==> src/rtl/dm_cache.sv <==
// Direct-mapped, write-back, write-allocate cache between a word-wide CPU port and a block-wide memory.
// Optional hit/miss statistics outputs are enabled with the DM_CACHE_STATS_EN macro.
module dm_cache #(
    parameter int c_block_size = 2,
    parameter int c_line_size  = 32,
    parameter int address_size = 32,
    parameter int c_index_size = 3
) (
    input  logic                                      c_clk_i,
    input  logic                                      c_reset_i,
    input  logic                                      cpu_read_i,
    input  logic                                      cpu_write_i,
    input  logic [address_size-1:0]                   cpu_addr_i,
    input  logic [c_line_size-1:0]                    cpu_wr_data_i,
    output logic [c_line_size-1:0]                    cpu_rd_data_o,
    output logic                                      cpu_busywait_o,
    output logic                                      mem_read_o,
    output logic                                      mem_write_o,
    output logic [address_size-c_block_size-3:0]      mem_addr_o,
    output logic [(2**c_block_size)*c_line_size-1:0]  mem_wr_data_o,
    input  logic [(2**c_block_size)*c_line_size-1:0]  mem_rd_data_i,
    input  logic                                      mem_busywait_i,
    input  logic                                      mem_read_done_i,
    input  logic                                      mem_write_done_i
`ifdef DM_CACHE_STATS_EN
    ,
    output logic [31:0]                               hit_count_o,
    output logic [31:0]                               miss_count_o
`endif
);

    localparam int blk_w  = (2**c_block_size) * c_line_size;
    localparam int lines  = 2**c_index_size;
    localparam int tag_w  = address_size - c_index_size - c_block_size - 2;
    localparam int maddr_w = address_size - c_block_size - 2;

    typedef enum logic [1:0] {
        IDLE      = 2'd0,
        WRITEBACK = 2'd1,
        ALLOCATE  = 2'd2,
        UPDATE    = 2'd3
    } state_t;

    state_t                  state_r;
    logic [blk_w-1:0]        data_arr [lines];
    logic [tag_w-1:0]        tag_arr  [lines];
    logic [lines-1:0]        valid_r;
    logic [lines-1:0]        dirty_r;
    logic [blk_w-1:0]        fill_r;
    logic                    mem_read_r;
    logic                    mem_write_r;
    logic [maddr_w-1:0]      mem_addr_r;
    logic [blk_w-1:0]        mem_wr_data_r;

    logic [c_block_size-1:0] offset_s;
    logic [c_index_size-1:0] index_s;
    logic [tag_w-1:0]        tag_s;
    logic                    req_s;
    logic                    hit_s;
    logic                    idle_s;
    logic                    wr_hit_s;
    logic                    rd_hit_s;
    logic                    unused_s;

    assign offset_s = cpu_addr_i[c_block_size+1:2];
    assign index_s  = cpu_addr_i[c_block_size+2 +: c_index_size];
    assign tag_s    = cpu_addr_i[address_size-1 -: tag_w];
    assign unused_s = ^{cpu_addr_i[1:0], mem_busywait_i};

    assign req_s    = cpu_read_i | cpu_write_i;
    assign idle_s   = (state_r == IDLE);
    assign hit_s    = valid_r[index_s] && (tag_arr[index_s] == tag_s);
    // A simultaneous read and write is treated as a plain read.
    assign rd_hit_s = idle_s && cpu_read_i && hit_s && !c_reset_i;
    assign wr_hit_s = idle_s && cpu_write_i && !cpu_read_i && hit_s;

    assign cpu_busywait_o = !c_reset_i && (!idle_s || (req_s && !hit_s));
    assign cpu_rd_data_o  = rd_hit_s ? data_arr[index_s][offset_s*c_line_size +: c_line_size]
                                     : {c_line_size{1'b0}};
    assign mem_read_o     = mem_read_r;
    assign mem_write_o    = mem_write_r;
    assign mem_addr_o     = mem_addr_r;
    assign mem_wr_data_o  = mem_wr_data_r;

    // Data and tag storage; contents only matter once the line's valid bit is set.
    always_ff @(posedge c_clk_i) begin
        if (!c_reset_i) begin
            if (state_r == UPDATE) begin
                data_arr[index_s] <= fill_r;
                tag_arr[index_s]  <= tag_s;
            end else if (wr_hit_s) begin
                data_arr[index_s][offset_s*c_line_size +: c_line_size] <= cpu_wr_data_i;
            end
        end
    end

    // Miss-handling FSM with registered memory-side outputs and line status bits.
    always_ff @(posedge c_clk_i) begin
        if (c_reset_i) begin
            state_r       <= IDLE;
            valid_r       <= {lines{1'b0}};
            dirty_r       <= {lines{1'b0}};
            fill_r        <= {blk_w{1'b0}};
            mem_read_r    <= 1'b0;
            mem_write_r   <= 1'b0;
            mem_addr_r    <= {maddr_w{1'b0}};
            mem_wr_data_r <= {blk_w{1'b0}};
        end else begin
            case (state_r)
                IDLE: begin
                    if (req_s && !hit_s) begin
                        if (valid_r[index_s] && dirty_r[index_s]) begin
                            mem_write_r   <= 1'b1;
                            mem_addr_r    <= {tag_arr[index_s], index_s};
                            mem_wr_data_r <= data_arr[index_s];
                            state_r       <= WRITEBACK;
                        end else begin
                            mem_read_r <= 1'b1;
                            mem_addr_r <= {tag_s, index_s};
                            state_r    <= ALLOCATE;
                        end
                    end else if (wr_hit_s) begin
                        dirty_r[index_s] <= 1'b1;
                    end
                end
                WRITEBACK: begin
                    if (mem_write_done_i) begin
                        mem_write_r <= 1'b0;
                        mem_read_r  <= 1'b1;
                        mem_addr_r  <= {tag_s, index_s};
                        state_r     <= ALLOCATE;
                    end
                end
                ALLOCATE: begin
                    if (mem_read_done_i) begin
                        mem_read_r <= 1'b0;
                        fill_r     <= mem_rd_data_i;
                        state_r    <= UPDATE;
                    end
                end
                UPDATE: begin
                    valid_r[index_s] <= 1'b1;
                    dirty_r[index_s] <= 1'b0;
                    state_r          <= IDLE;
                end
                default: begin
                    mem_read_r  <= 1'b0;
                    mem_write_r <= 1'b0;
                    state_r     <= IDLE;
                end
            endcase
        end
    end

`ifdef DM_CACHE_STATS_EN
    logic [31:0] hit_cnt_r;
    logic [31:0] miss_cnt_r;
    logic        replay_r;

    assign hit_count_o  = hit_cnt_r;
    assign miss_count_o = miss_cnt_r;

    // The hit seen right after a refill completes an already-counted miss, so it is not counted again.
    always_ff @(posedge c_clk_i) begin
        if (c_reset_i) begin
            hit_cnt_r  <= 32'd0;
            miss_cnt_r <= 32'd0;
            replay_r   <= 1'b0;
        end else begin
            replay_r <= (state_r == UPDATE);
            if (idle_s && req_s && hit_s && !replay_r) begin
                hit_cnt_r <= hit_cnt_r + 32'd1;
            end else if (idle_s && req_s && !hit_s) begin
                miss_cnt_r <= miss_cnt_r + 32'd1;
            end
        end
    end
`endif

endmodule

==> config.mk <==
export PLATFORM = sky130hd
export DESIGN_NAME = dm_cache
export DESIGN_NICKNAME = d
export VERILOG_FILES = /design/src/rtl/dm_cache.sv
export SDC_FILE = /design/constraint.sdc
export NUM_CORES = 2
export LEC_CHECK = 0
export ABC_AREA = 1
export CELL_PAD_IN_SITES_DETAIL_PLACEMENT = 0
export CELL_PAD_IN_SITES_GLOBAL_PLACEMENT = 2
export CORE_ASPECT_RATIO = 0.9
export CORE_UTILIZATION = 40
export DETAILED_ROUTE_END_ITERATION = 10
export GPL_TIMING_DRIVEN = 0
export PLACE_DENSITY = 0.82
export SLEW_MARGIN = 20
export SYNTH_ARGS = -nofsm -noshare
export SYNTH_HDL_FRONTEND = slang
export SYNTH_SLANG_ARGS = --single-unit
==> constraint.sdc <==
create_clock -name c_clk_i -period 6.7 [get_ports c_clk_i]
set_clock_uncertainty 0.2 [all_clocks]
set_input_delay 2.01 -clock c_clk_i [delete_from_list [all_inputs] [get_ports c_clk_i]]
set_output_delay 2.01 -clock c_clk_i [all_outputs]
set_load 0.01 [all_outputs]
After elaboration in Yosys (flattened, before gate mapping)
Memories as Yosys holds them, arrays and structs flattened.
Index checks and enable logic that the tools add are counted.
W data, S select, Z words.
Word-level totals
  flip-flop bits (word level): 304
  latch bits: 0
  bits in writable memories: 1224
  ROM bits: 0
  input bits: 199
  output and inout port bits: 191
  word-level logic and storage cells: 350
  memories: 2
Operators by class
  add/subtract/negate cells: 1
  multipliers: 0
  divide/modulo/power cells: 0
  $lt $le $gt $ge: 2
  eq/ne operators: 11
  shift-type cells: 3
  mux-type cells: 163
  bitwise operators: 133
  reduce and logical (&&, ||, !) cells: 27
Memory list
  data_arr: depth 8, width 128, rd ports 1, clocked after memory_dff 0, write ports 1, line 45  | logic [blk_w-1:0] data_arr [lines];
  tag_arr: depth 8, width 25, rd ports 1, clocked after memory_dff 0, write ports 1, line 46  | logic [tag_w-1:0] tag_arr [lines];
Operator list (number)
  $mux W1: 144
  $or A1 B1 Y1: 129
  $mux W128: 1
  $shift A32 B34 Y128 const A: 1
  $shiftx A128 B8 Y32: 1
  $shiftx A32 B34 Y128: 1
  $mux W28: 3
  $pmux W28 S2: 1
  $neg A7 Y34: 1
  $mux W32: 1
  $eq A25 B25 Y1: 1
  $mux W8: 2
  $or A8 B8 Y8: 2
  $pmux W8 S2: 1
  $reduce_and A3 Y1: 4
  $logic_and A1 B1 Y1: 11
  $and A8 B8 Y8: 1
  $mux W2: 4
  $ne A2 B2 Y1 const B: 4
  $not A8 Y8: 1
  $pmux W2 S4: 1
  $bmux W1 S3: 2
  $ne A2 B1 Y1 const B: 3
  $reduce_and A5 Y1: 1
  other kinds (14): 19

Depth between registers and ports, before layout
  depth after elaboration: 9
  mapped depth: 24
  gate-level depth less buffers: 20

Worst setup path after synthesis
Ideal clock, no wire load.
  path type: input to output
  start: input port cpu_addr_i[4]
  end: output port cpu_rd_data_o[10]
  arrival time: 3.980 ns
  required time: 4.490 ns
  slack: 0.510 ns
  stages on the path: 14
  path buffers: 4
  cell sequence: buf_4 buf_2 buf_2 o211ai_1 nand2_1 nor2_1 nor2_1 nor3_2 nand3_1 nand3b_1 nor2_1 nand4_1 clkbuf_1 a21oi_1
On the way
  word-level cells in the longest chain between the ends: 6
  elaborated cells on any way between the ends: 10
  classes of those cells: eq/ne: 1; shift: 1; mux: 3; reduce/logical: 3; memory: 2
RTL lines
  from (decl): line 13  | input logic [address_size-1:0] cpu_addr_i,
  parallel branches: the longest is 5 deep, another holds $mem_v2 Z8 W128
  $mux W32 (*): line 78  | assign cpu_rd_data_o = rd_hit_s ? data_arr[index_s][offset_s*c_line_size +: c_line_size]
  to (decl): line 15  | output logic [c_line_size-1:0] cpu_rd_data_o,
Mark *: on every way between the ends. The select of a mux whose other input is x is not followed.

Worst setup path in the final report
  start: input port cpu_addr_i[3]
  end: output port cpu_rd_data_o[16]
On the way
  word-level cells in the longest chain between the ends: 2
RTL lines (line)
  $shiftx A128 B8 Y32: 78
  $mux W32: 78
No other way between the ends.

==> flow_summary_export.csv <==
group,metric,value,unit
timing,post-route-min-period,7020,ps
layout,area_delta_synth_final,29.2,%
worst_setup_path,worst_setup_path_startpoint,"cpu_addr_i[3]",
timing,crit_share_post_route,105,%
floorplanning,placeableCoreArea,149000,sq um
worst_setup_path,cp-start-kind,"input port",
synthesis,mappedNetlistNets,5299,
layout,final_layout_size_suffix_gt1_share,16.1,%
drt,drt-wirelength-per-cell,30.6,um
drt,routed_wl,245000,um
placement,dp.cells,7519,
floorplanning,chipHeight,370,um
layout,finish.net_count,6085,
timing,hold_viol_final,0,
drt,drt_drc_violations_left,0,
timing,final.setup.tns,-7020,ps
timing,slew_headroom,12.3,%
drt,viasPerCell,5.75,
power,static-leakage-power,27.5,nW
placement,place_worst_setup_slack,-2780,ps
clock_network,worst_skew_pair.late_latency,800,ps
drt,max_layer_used,"met5",
global_route,grt_max_degree,19,
flow_run,cap_viol_max_count,0,
floorplanning,die_w,411,um
global_route,grt_antenna_before_repair,18,
worst_setup_path,worst_ep_arrival_time,4810,ps
clock_network,cts_buffer_depth,3,
layout,utilization,52.3,%
worst_setup_path,timing.critical_path.fanout_max,10,
worst_hold_path,min_path_type,"flop to flop",
clock_network,cts.sinks,1528,
drt,dr.first_iter.drc_count,6562,
layout,mostFrequentLayoutCells,"1224 x edfxtp_1, 877 x nand2_1, 404 x nor2_1",
timing,post-route-worst-setup-slack,-324,ps
global_route,via_count_of_the_first_global_routing_pass,43000,
placement,dp_hpwl,181000,um
drt,dr_wl_met3,35300,um
timing,max_clock_freq,142,MHz
synthesis,number_of_distinct_library_cell_variants_in_the_gate_level_netlist_after_synthesis,36,
clock_network,clockRootBuffer,"clkbuf_16",
clock_network,htree_num_levels,4,
layout,final_cell_area,77900,sq um
drt,detail_route.first_pass.iterations,7,
drt,dr_total_vias,45900,
drt,met1Wirelength,98200,um
worst_hold_path,launch_instance_of_the_worst_min_delay_path,"mem_wr_data_o[31]$_SDFFE_PP0P_",
floorplanning,design.die.area,152000,sq um
layout,finalNonFillerCells,7992,
placement,placement.cell_area,69000,sq um
power,power-per-cell-area,301,nW/um^2
timing,grt_setup_unrepaired,"yes",
global_route,wire_length_of_the_first_global_routing_pass,331000,um
drt,route.met2.wl,100000,um
worst_setup_path,reg2reg_from,"tag_arr[2][23]$_DFFE_PP_",
outcome,status,"finished, violations left",
global_route,track_usage,31.5,%
synthesis,synth_register_bits,1528,
placement,count_of_buffers_from_port_buffering,383,
global_route,gr-total-overflow,0,
timing,max_slew.worst_pin.slew,1310,ps
floorplanning,placementRows,134,
synthesis,ys_warn_count,0,
synthesis,sequential_cell_area_fraction_in_the_yosys_report,71.1,%
worst_setup_path,worstSetupPathType,"input port to output port",
layout,fill_cells,12900,
clock_network,tritoncts.num_buffers,161,
worst_setup_path,endpoint_class_of_the_critical_path,"output port",
drt,final_antenna_net_count,0,
timing,timing_max_transition_violations_final,0,
layout,layout.cells.most_common,"edfxtp_1",
floorplanning,start_util,40.5,%
clock_network,clock_tree_from_tritoncts,"yes",
clock_network,cts.reportedPaths.clkPinSlew,60,ps
timing,setup-violations-final,32,
synthesis,post_synth.cell_area_avg,11.8,sq um
power,maximum_vdd_drop,0.259,mV
worst_setup_path,crit_required,4490,ps
floorplanning,ios,390,
synthesis,synth.cell_area,60300,sq um
outcome,violated_checks,"negative setup slack",
placement,global_placer_s_final_weighted_congestion,0.936,
synthesis,syn-instance-count,5090,
sequential cells by signal (all words and copies together), names as in the netlist, named ones only:
name and cells:
mem_addr_o 28, mem_write_o 1, mem_read_o 1, fill_r 128
valid_r 8, tag_arr 200, state_r 2, data_arr 1024
mem_wr_data_o 128
critical path, cell delays in order:
cell             delay, ps
clkdlybuf4s50_1        930
inv_1                  460
clkbuf_1               480
o211ai_1               460
a21oi_4                320
buf_6                  130
area by class of cell:
class / instances / area, sq um / area share, %
plain buffers: 336 / 2610 / 3.36
diodes: 9 / 22.5 / 0.0289
well taps: 1972 / 2470 / 3.17
repair buffers: 625 / 7510 / 9.64
inverters: 341 / 1310 / 1.68
clock inverters: 85 / 756 / 0.970
flip-flops and latches: 1528 / 42800 / 55.0
multi-input cells: 2883 / 16000 / 20.6
clock buffers: 213 / 4340 / 5.58
synthesized netlist by cell type (all sizes together):
cell,number,area [sq um]
a21oi,251,1260
a221oi,128,1120
a22o,125,1090
a22oi,134,1010
and3,6,37.5
buf,167,891
clkbuf,171,642
clkinv,1,3.75
dfxtp,304,6090
edfxtp,1224,36800
ha,10,125
inv,340,1280
nand2,920,3470
nand3,164,826
nand3b,5,37.5
nand4,156,982
nor2,439,1680
nor3,15,80.1
o2111ai,1,8.76
o211ai,53,398
o21ai,412,2060
o21bai,27,203
o22ai,6,37.5
or2,31,194
through the flow:
| step | total power (W) | hold slack [ps] |
|---|---|---|
| 2_1_floorplan | 0.0128 | 228 |
| 3_3_place_gp | 0.0143 | 235 |
| 3_5_place_dp | 0.0144 | 238 |
| 4_1_cts | 0.0232 | 247 |
| 5_1_grt | 0.0240 | 264 |
| 6_report | 0.0234 | 243 |
cells by family (layout without fill, tap and decap cells):
family	count (synthesis)	after routing	share of synthesized area, %
simple gates	1736	1736	12.1
flops	1528	1528	71.1
compound gates	1137	1137	11.9
buf+inv	679	1600	4.67
fa+ha+maj	10	10	0.208
other cells	0	9	0
metal layers:
metal  GRT usage [%]  up-vias
li1                -    20000
met1            44.0    22400
met2            43.9     3056
met3            11.5      526
met4            13.5       10
met5               0        -
where the power goes:
part	total (W)	internal (W)	switching, W
clock	0.00875	0.00487	0.00387
sequential	0.0111	0.0110	0.000175
combinational	0.00354	0.00103	0.00251
timing repair:
| item | in CTS | in global routing |
|---|---|---|
| setup buffers | 134 | 26 |
| hold buffers | 0 | 0 |
| gates resized for setup | 692 | 129 |
| endpoints found under the setup margin | 557 | 33 |
| cloned | 7 | 3 |
| pin swaps | 110 | 49 |
worst paths after layout:
| path | end | slack [ps] | depth (start not counted) |
|---|---|---|---|
| max | cpu_rd_data_o[16] | -320 | 6 |
| min | mem_wr_data_o[31]$_SDFFE_PP0P_ | 240 | 2 |
| max reg2reg | data_arr[3][23]$_DFFE_PP_ | 2450 | 14 |
| min reg2reg | mem_wr_data_o[31]$_SDFFE_PP0P_ | 240 | 2 |
No activity file was read; power rests on OpenSTA's default activity.
